[config.mk]
export PLATFORM = sky130hd
export DESIGN_NAME = fetch_stage
export DESIGN_NICKNAME = d
export VERILOG_FILES = /design/src/rtl/fetch_stage.sv
export SDC_FILE = /design/constraint.sdc
export NUM_CORES = 1
export LEC_CHECK = 0
export ABC_AREA = 0
export CAP_MARGIN = 30
export CELL_PAD_IN_SITES_DETAIL_PLACEMENT = 1
export CELL_PAD_IN_SITES_GLOBAL_PLACEMENT = 2
export CORE_UTILIZATION = 28
export CTS_CLUSTER_DIAMETER = 50
export DETAILED_ROUTE_END_ITERATION = 10
export PLACE_DENSITY = 0.82
export SLEW_MARGIN = 20
export SYNTH_ARGS = -nofsm -noshare
export SYNTH_HDL_FRONTEND = slang
export SYNTH_SLANG_ARGS = --single-unit
[constraint.sdc]
create_clock -name clk_i -period 5.2 [get_ports clk_i]
set_input_delay 1.04 -clock clk_i [delete_from_list [all_inputs] [get_ports clk_i]]
set_output_delay 1.04 -clock clk_i [all_outputs]
set_load 0.01 [all_outputs]
[src/rtl/fetch_stage.sv]
// fetch_stage: single-outstanding instruction fetch with PC redirect; FETCH_STATS_EN adds fetch/redirect counters
module fetch_stage #(
    parameter int XLEN = 32,
    parameter logic [XLEN-1:0] RESET_PC = '0
) (
    input  logic            clk_i,
    input  logic            rst_i,
    output logic            imem_req_o,
    output logic [XLEN-1:0] imem_addr_o,
    input  logic            imem_ready_i,
    input  logic            imem_rvalid_i,
    input  logic [31:0]     imem_rdata_i,
    input  logic            decode_ready_i,
    input  logic            PCSrc_i,
    input  logic [XLEN-1:0] PCTarget_i,
    output logic [31:0]     instr_o,
    output logic [XLEN-1:0] pc_o,
    output logic [XLEN-1:0] pc_plus4_o,
`ifdef FETCH_STATS_EN
    output logic [31:0]     fetch_count_o,
    output logic [31:0]     redirect_count_o,
`endif
    output logic            instr_valid_o
);
    typedef enum logic [1:0] {IDLE, REQ, WAIT} state_t;
    state_t state_q, state_d;
    logic [XLEN-1:0] pc_q, req_addr_q, pc_out_q;
    logic [31:0] instr_q;
    logic valid_q, discard_q;
    logic consume, fetch_req, grant, resp, redirect;
    assign consume = valid_q & decode_ready_i;
    assign fetch_req = (state_q == REQ) & (~valid_q | consume);
    assign grant = fetch_req & imem_ready_i;
    assign resp = (state_q == WAIT) & imem_rvalid_i;
    assign redirect = consume & PCSrc_i;
    assign imem_req_o = fetch_req;
    assign imem_addr_o = pc_q;
    assign instr_o = instr_q;
    assign pc_o = pc_out_q;
    assign pc_plus4_o = pc_out_q + XLEN'(4);
    assign instr_valid_o = valid_q;
    always_comb begin
        state_d = state_q;
        case (state_q)
            IDLE:    state_d = REQ;
            REQ:     state_d = grant ? WAIT : REQ;
            WAIT:    state_d = imem_rvalid_i ? REQ : WAIT;
            default: state_d = IDLE;
        endcase
    end
    always_ff @(posedge clk_i or posedge rst_i)
        if (rst_i) state_q <= IDLE;
        else state_q <= state_d;
    // a grant in the redirect cycle fetched the stale sequential address, so its word is dropped
    always_ff @(posedge clk_i or posedge rst_i)
        if (rst_i) begin
            pc_q       <= RESET_PC;
            req_addr_q <= RESET_PC;
            pc_out_q   <= RESET_PC;
            instr_q    <= 32'h0000_0013;
            valid_q    <= 1'b0;
            discard_q  <= 1'b0;
        end else begin
            if (redirect) pc_q <= {PCTarget_i[XLEN-1:2], 2'b00};
            else if (grant) pc_q <= pc_q + XLEN'(4);
            if (grant) begin
                req_addr_q <= pc_q;
                discard_q  <= redirect;
            end else if (resp) discard_q <= 1'b0;
            if (resp & ~discard_q) begin
                instr_q  <= imem_rdata_i;
                pc_out_q <= req_addr_q;
                valid_q  <= 1'b1;
            end else if (consume) valid_q <= 1'b0;
        end
`ifdef FETCH_STATS_EN
    always_ff @(posedge clk_i or posedge rst_i)
        if (rst_i) begin
            fetch_count_o    <= '0;
            redirect_count_o <= '0;
        end else begin
            if (resp & ~discard_q) fetch_count_o <= fetch_count_o + 32'd1;
            if (redirect) redirect_count_o <= redirect_count_o + 32'd1;
        end
`endif
endmodule
# Yosys cells after proc, flatten, opt, wreduce, memory -nomap -nowiden
# Index checks and enable logic that the tools add are counted.
dict set report word_totals {
  regBits 132
  inputBits 70
  output_inout_bits 130
  wordCells 33
}
dict set report op_classes {
  n_addsub 2
  eq_ne 2
  n_mux 9
  bitwise 9
  n_reduce_logical 4
}
# cell n
set ops {}
lappend ops {{32-bit by 3-bit adder with 32-bit output, second input constant} 2}
lappend ops {{32-bit two-way mux} 2}
lappend ops {{1-bit bitwise AND} 6}
lappend ops {{2-bit case mux with 3 select lines} 1}
lappend ops {{2-bit nonzero test} 3}
lappend ops {{1-bit two-way mux} 4}
lappend ops {{2-bit two-way mux} 2}
lappend ops {{2-bit by 1-bit equality test with 1-bit output, second input constant} 1}
lappend ops {{2-bit equality test, second input constant} 1}
lappend ops {{2-bit zero test} 1}
lappend ops {{1-bit NOT} 2}
lappend ops {{1-bit OR} 1}

# Longest topological paths before layout
dict set report logic_depth {
  ltp_word 6
  ltp_mapped 7
}

# Least setup slack after synthesis
# No wires, ideal clock.
dict set report synth_timing {
  path_kind {flip-flop to output port}
  from {reg pc_out_q[2], in the netlist pc_o[2]}
  to {out pc_plus4_o[18]}
  arrival_time_ps 1656
  t_required_ps 4160
  slack_ps 2504
  path_stages_with_launch 7
  path_buffers 0
  cell_sequence {dfrtp_1 -> ha_1 -> nand3_1 -> or2_2 -> nor2_1 -> nand3_1 -> xnor2_1}
}
dict set report synth_between {
  elab_chain_len 1
}
# element line
set synth_rtl {}
lappend synth_rtl {{start: declaration} 27} ;# logic [XLEN-1:0] pc_q, req_addr_q, pc_out_q;
lappend synth_rtl {{start signal: assignment} 72} ;# pc_out_q <= req_addr_q;
lappend synth_rtl {{32-bit by 3-bit adder with 32-bit output} 40} ;# assign pc_plus4_o = pc_out_q + XLEN'(4);
lappend synth_rtl {{end: declaration} 18} ;# output logic [XLEN-1:0] pc_plus4_o,
# Every way passes these cells.

# Worst setup path after layout
dict set report layout_timing {
  from {reg pc_out_q[3], in the netlist pc_o[3]}
  to {out pc_plus4_o[22]}
}
# Same word-level chain as after synthesis.

==> impl_results.md <==
- Wirelength per Cell: 16.4 um
- Longest Clk Path Bufs: 2
- First DRT Iteration DRCs: 154
- Final period util: 72.6%
- Antenna-violating nets left: 0
- Cell type with the largest total area after synthesis: dfrtp_1
- Vias per inst: 4.58
- Register area share after synthesis: 53.7%
- Worst path most repeated cell: nand3_1
- Mean Syn Cell Area: 10.5 um^2
- Final setup viols: 0
- Yosys reg bits: 126
- Hold Path Class: register to register
- RSZ-0062 raised after global routing: no
- First-pass GRT wire length: 28,000 um
- Fmax: 265 MHz
- Pwr Density: 588 nW/um^2
- RR Startpoint: imem_addr_o[2]
- WS Path Type: register to output pin
- Fin crit period: 3.77 ns
- Most frequent cells in the layout: clkdlybuf4s50_1, nand2_1, dfrtp_1, mux2_2, xnor2_1
- DR DRC count: 0
- Clk_lat worst skew: 0.41 ns
- Grt ovf: 0
- TritonCTS clock tree: done
- Commonest non-fill, non-tap cell in the layout: clkdlybuf4s50_1
- Final wirelength: 16,900 um
- Min-delay src: req_addr_q[4]
- Synth-to-layout area growth: 49.2%
- Largest net degree at the start of global routing: 71
- Worst Skew: 0.00676 ns
- Share of cells above drive strength 1: 14.7%
- CP Capture Type: output pin
- Worst-margin pin slew: 0.838 ns
- Synth area leaders: dfrtp_1, mux2_2, nand2_1
- Worst EP required: 4.16 ns
- Nets@finish: 823
- Overall routing resource usage: 16.4%
- Outcome: completed
- Postcts setup bufs: 0
- Post-synth top area share: 52.4%
- Vias in the first global route: 5,103
- Slowest cell delay on critical path: 0.57 ns
- Die Y: 147 um
- Die X: 147 um
- CTS H-tree depth: 4
- Power Total: 5160 uW
- Ys Warns: 0
- Inserted Clock Buffers: 17
- Antenna cells: 0
- Leakage power: 0.00368 uW
- Clock Pin Slew Worst Setup and Hold Paths: 0.06 ns
- Max-cap violations: 0
- Slew HR: 43.7%
- # rows: 52
- Crit path max fanout: 5
- Critical path startpoint category: register
- Slowest CP cell: clkdlybuf4s50_1
- Pre-antenna DRT Iters: 4
- Fin. Hold Viols: 0
- Worst Path Arrival: 2.73 ns
- Initial core utilization: 28.8%
- Input/output buffers: 191
- Synth cell types: 38
- Die ar.: 21,600 um^2
- Core Region: 20,400 um^2
- Clock Sinks: 126
- DPL Wire Length: 12,700 um
- Post-Route Setup TNS: 0 ns
- Post-Syn Instances: 557
- Post-CTS Resized: 0
- Initial antenna violation count: 0
- Slew Viols, Final: 0
- Crit path launch: pc_o[3]
- Root Buffer: clkbuf_16
- Via count: 4,734
- Ports: 200
- CP Cell Sequence: ha_1 -> nand3_1 -> or2_2 -> nor2_1 -> nand3_1 -> xnor2_1 -> clkdlybuf4s50_1
- Fill cells: 2,234
- CTS Hold Bufs: 0
- Peak supply drop: 0.000179 V
- Mapped Area: 5870 um^2
- Global placement routability congestion: 0.796
==> cell type report <==
| type | instances | area (um^2) | area share (%) |
|---|---|---|---|
| clock buffer | 21 | 450 | 5.14 |
| clock inverter | 11 | 214 | 2.44 |
| inverter | 4 | 17.5 | 0.200 |
| multi-input combinational | 404 | 2590 | 29.6 |
| sequential | 126 | 3160 | 36.0 |
| tap | 270 | 338 | 3.85 |
| timing repair buffer | 198 | 2000 | 22.8 |
==> sequential cells by signal (all words and copies together) (netlist names) <==
register,cells
imem_addr_o,30
instr_o,32
pc_o,30
state_q,2
req_addr_q,30
discard_q,1
instr_valid_o,1
==> synthesized netlist by cell type <==
master,n
buf_2,8
nor2b_4,1
conb_1,1
nor4b_2,1
inv_1,4
dfstp_2,3
nand2_1,144
xor2_1,20
a22oi_1,1
and2_1,1
mux2_2,60
nor4_4,2
nor2_2,1
nand2b_4,1
nand3_2,1
nand3b_1,1
nor3b_1,1
nor3_1,12
or2_2,1
nand3_1,22
and3_1,15
or3_4,1
buf_4,6
dfrtp_1,123
clkbuf_1,13
xnor2_1,37
ha_1,2
nand4_1,14
o21ai_1,8
nor4_1,2
buf_6,1
or3_1,1
nor2_1,12
a31oi_1,1
nor4_2,1
and4_1,5
o21ai_0,27
nand2b_1,2
==> path summary, 6_finish.rpt <==
kind                              endpoint  slack [ns]  cells past startpoint
max                         pc_plus4_o[22]        1.43                      7
min                          req_addr_q[4]        0.48                      2
max reg2reg                imem_addr_o[26]        3.17                      6
min reg2reg                  req_addr_q[4]        0.48                      2
max in group asynchronous       state_q[0]        3.40                      3
min in group asynchronous       instr_o[7]        1.02                      2
==> where the power goes <==
| part | total [uW] | internal, uW | switching [uW] |
|---|---|---|---|
| Sequential | 1890 | 1430 | 462 |
| Clock | 1330 | 911 | 423 |
| Combinational | 1930 | 1140 | 789 |
==> critical path, delay by kind of cell (launching register included) <==
family / cells / cell delay (ns)
xor+xnor: 1 / 0.15
simple gates: 4 / 0.98
fa+ha+maj: 1 / 0.21
buf+inv: 1 / 0.57
flops: 1 / 0.41
==> per-layer routing <==
metal | wire, um | part of all wire, % | global-route usage (%)
met3 | 972 | 5.7 | 4.01
met4 | 270 | 1.6 | 5.52
met1 | 7550 | 45 | 20.8
met2 | 8130 | 48 | 27.2
met5 | 0 | 0 | 0
==> through the flow <==
step	instances	utilization (%)	instance area, um^2	setup WS (ns)	hold WS, ns
finish	1034	42.9	8770	1.43	0.477
global route	1034	42.9	8770	1.18	0.497
CTS	1033	42.8	8750	1.35	0.480
detailed placement	1001	39.6	8080	1.71	0.463
global placement	1000	39.4	8050	1.72	0.461
floorplan	562	-	5890	0.809	0.440
==> kinds of logic (layout without fill, tap and decap cells) <==
family / count (synthesis) / count (layout) / synth area share (%)
DFF: 126 / 126 / 53.7
and+or+nand+nor: 242 / 242 / 19.8
xor gates and xnor gates: 57 / 57 / 8.50
adders and majority gates: 2 / 2 / 0.426
muxes: 60 / 60 / 11.5
AOI/OAI and AO/OA: 37 / 37 / 3.22
other: 1 / 6 / 0.0638
buffers and inverters: 32 / 234 / 2.73
No activity file was read; power rests on OpenSTA's default activity.
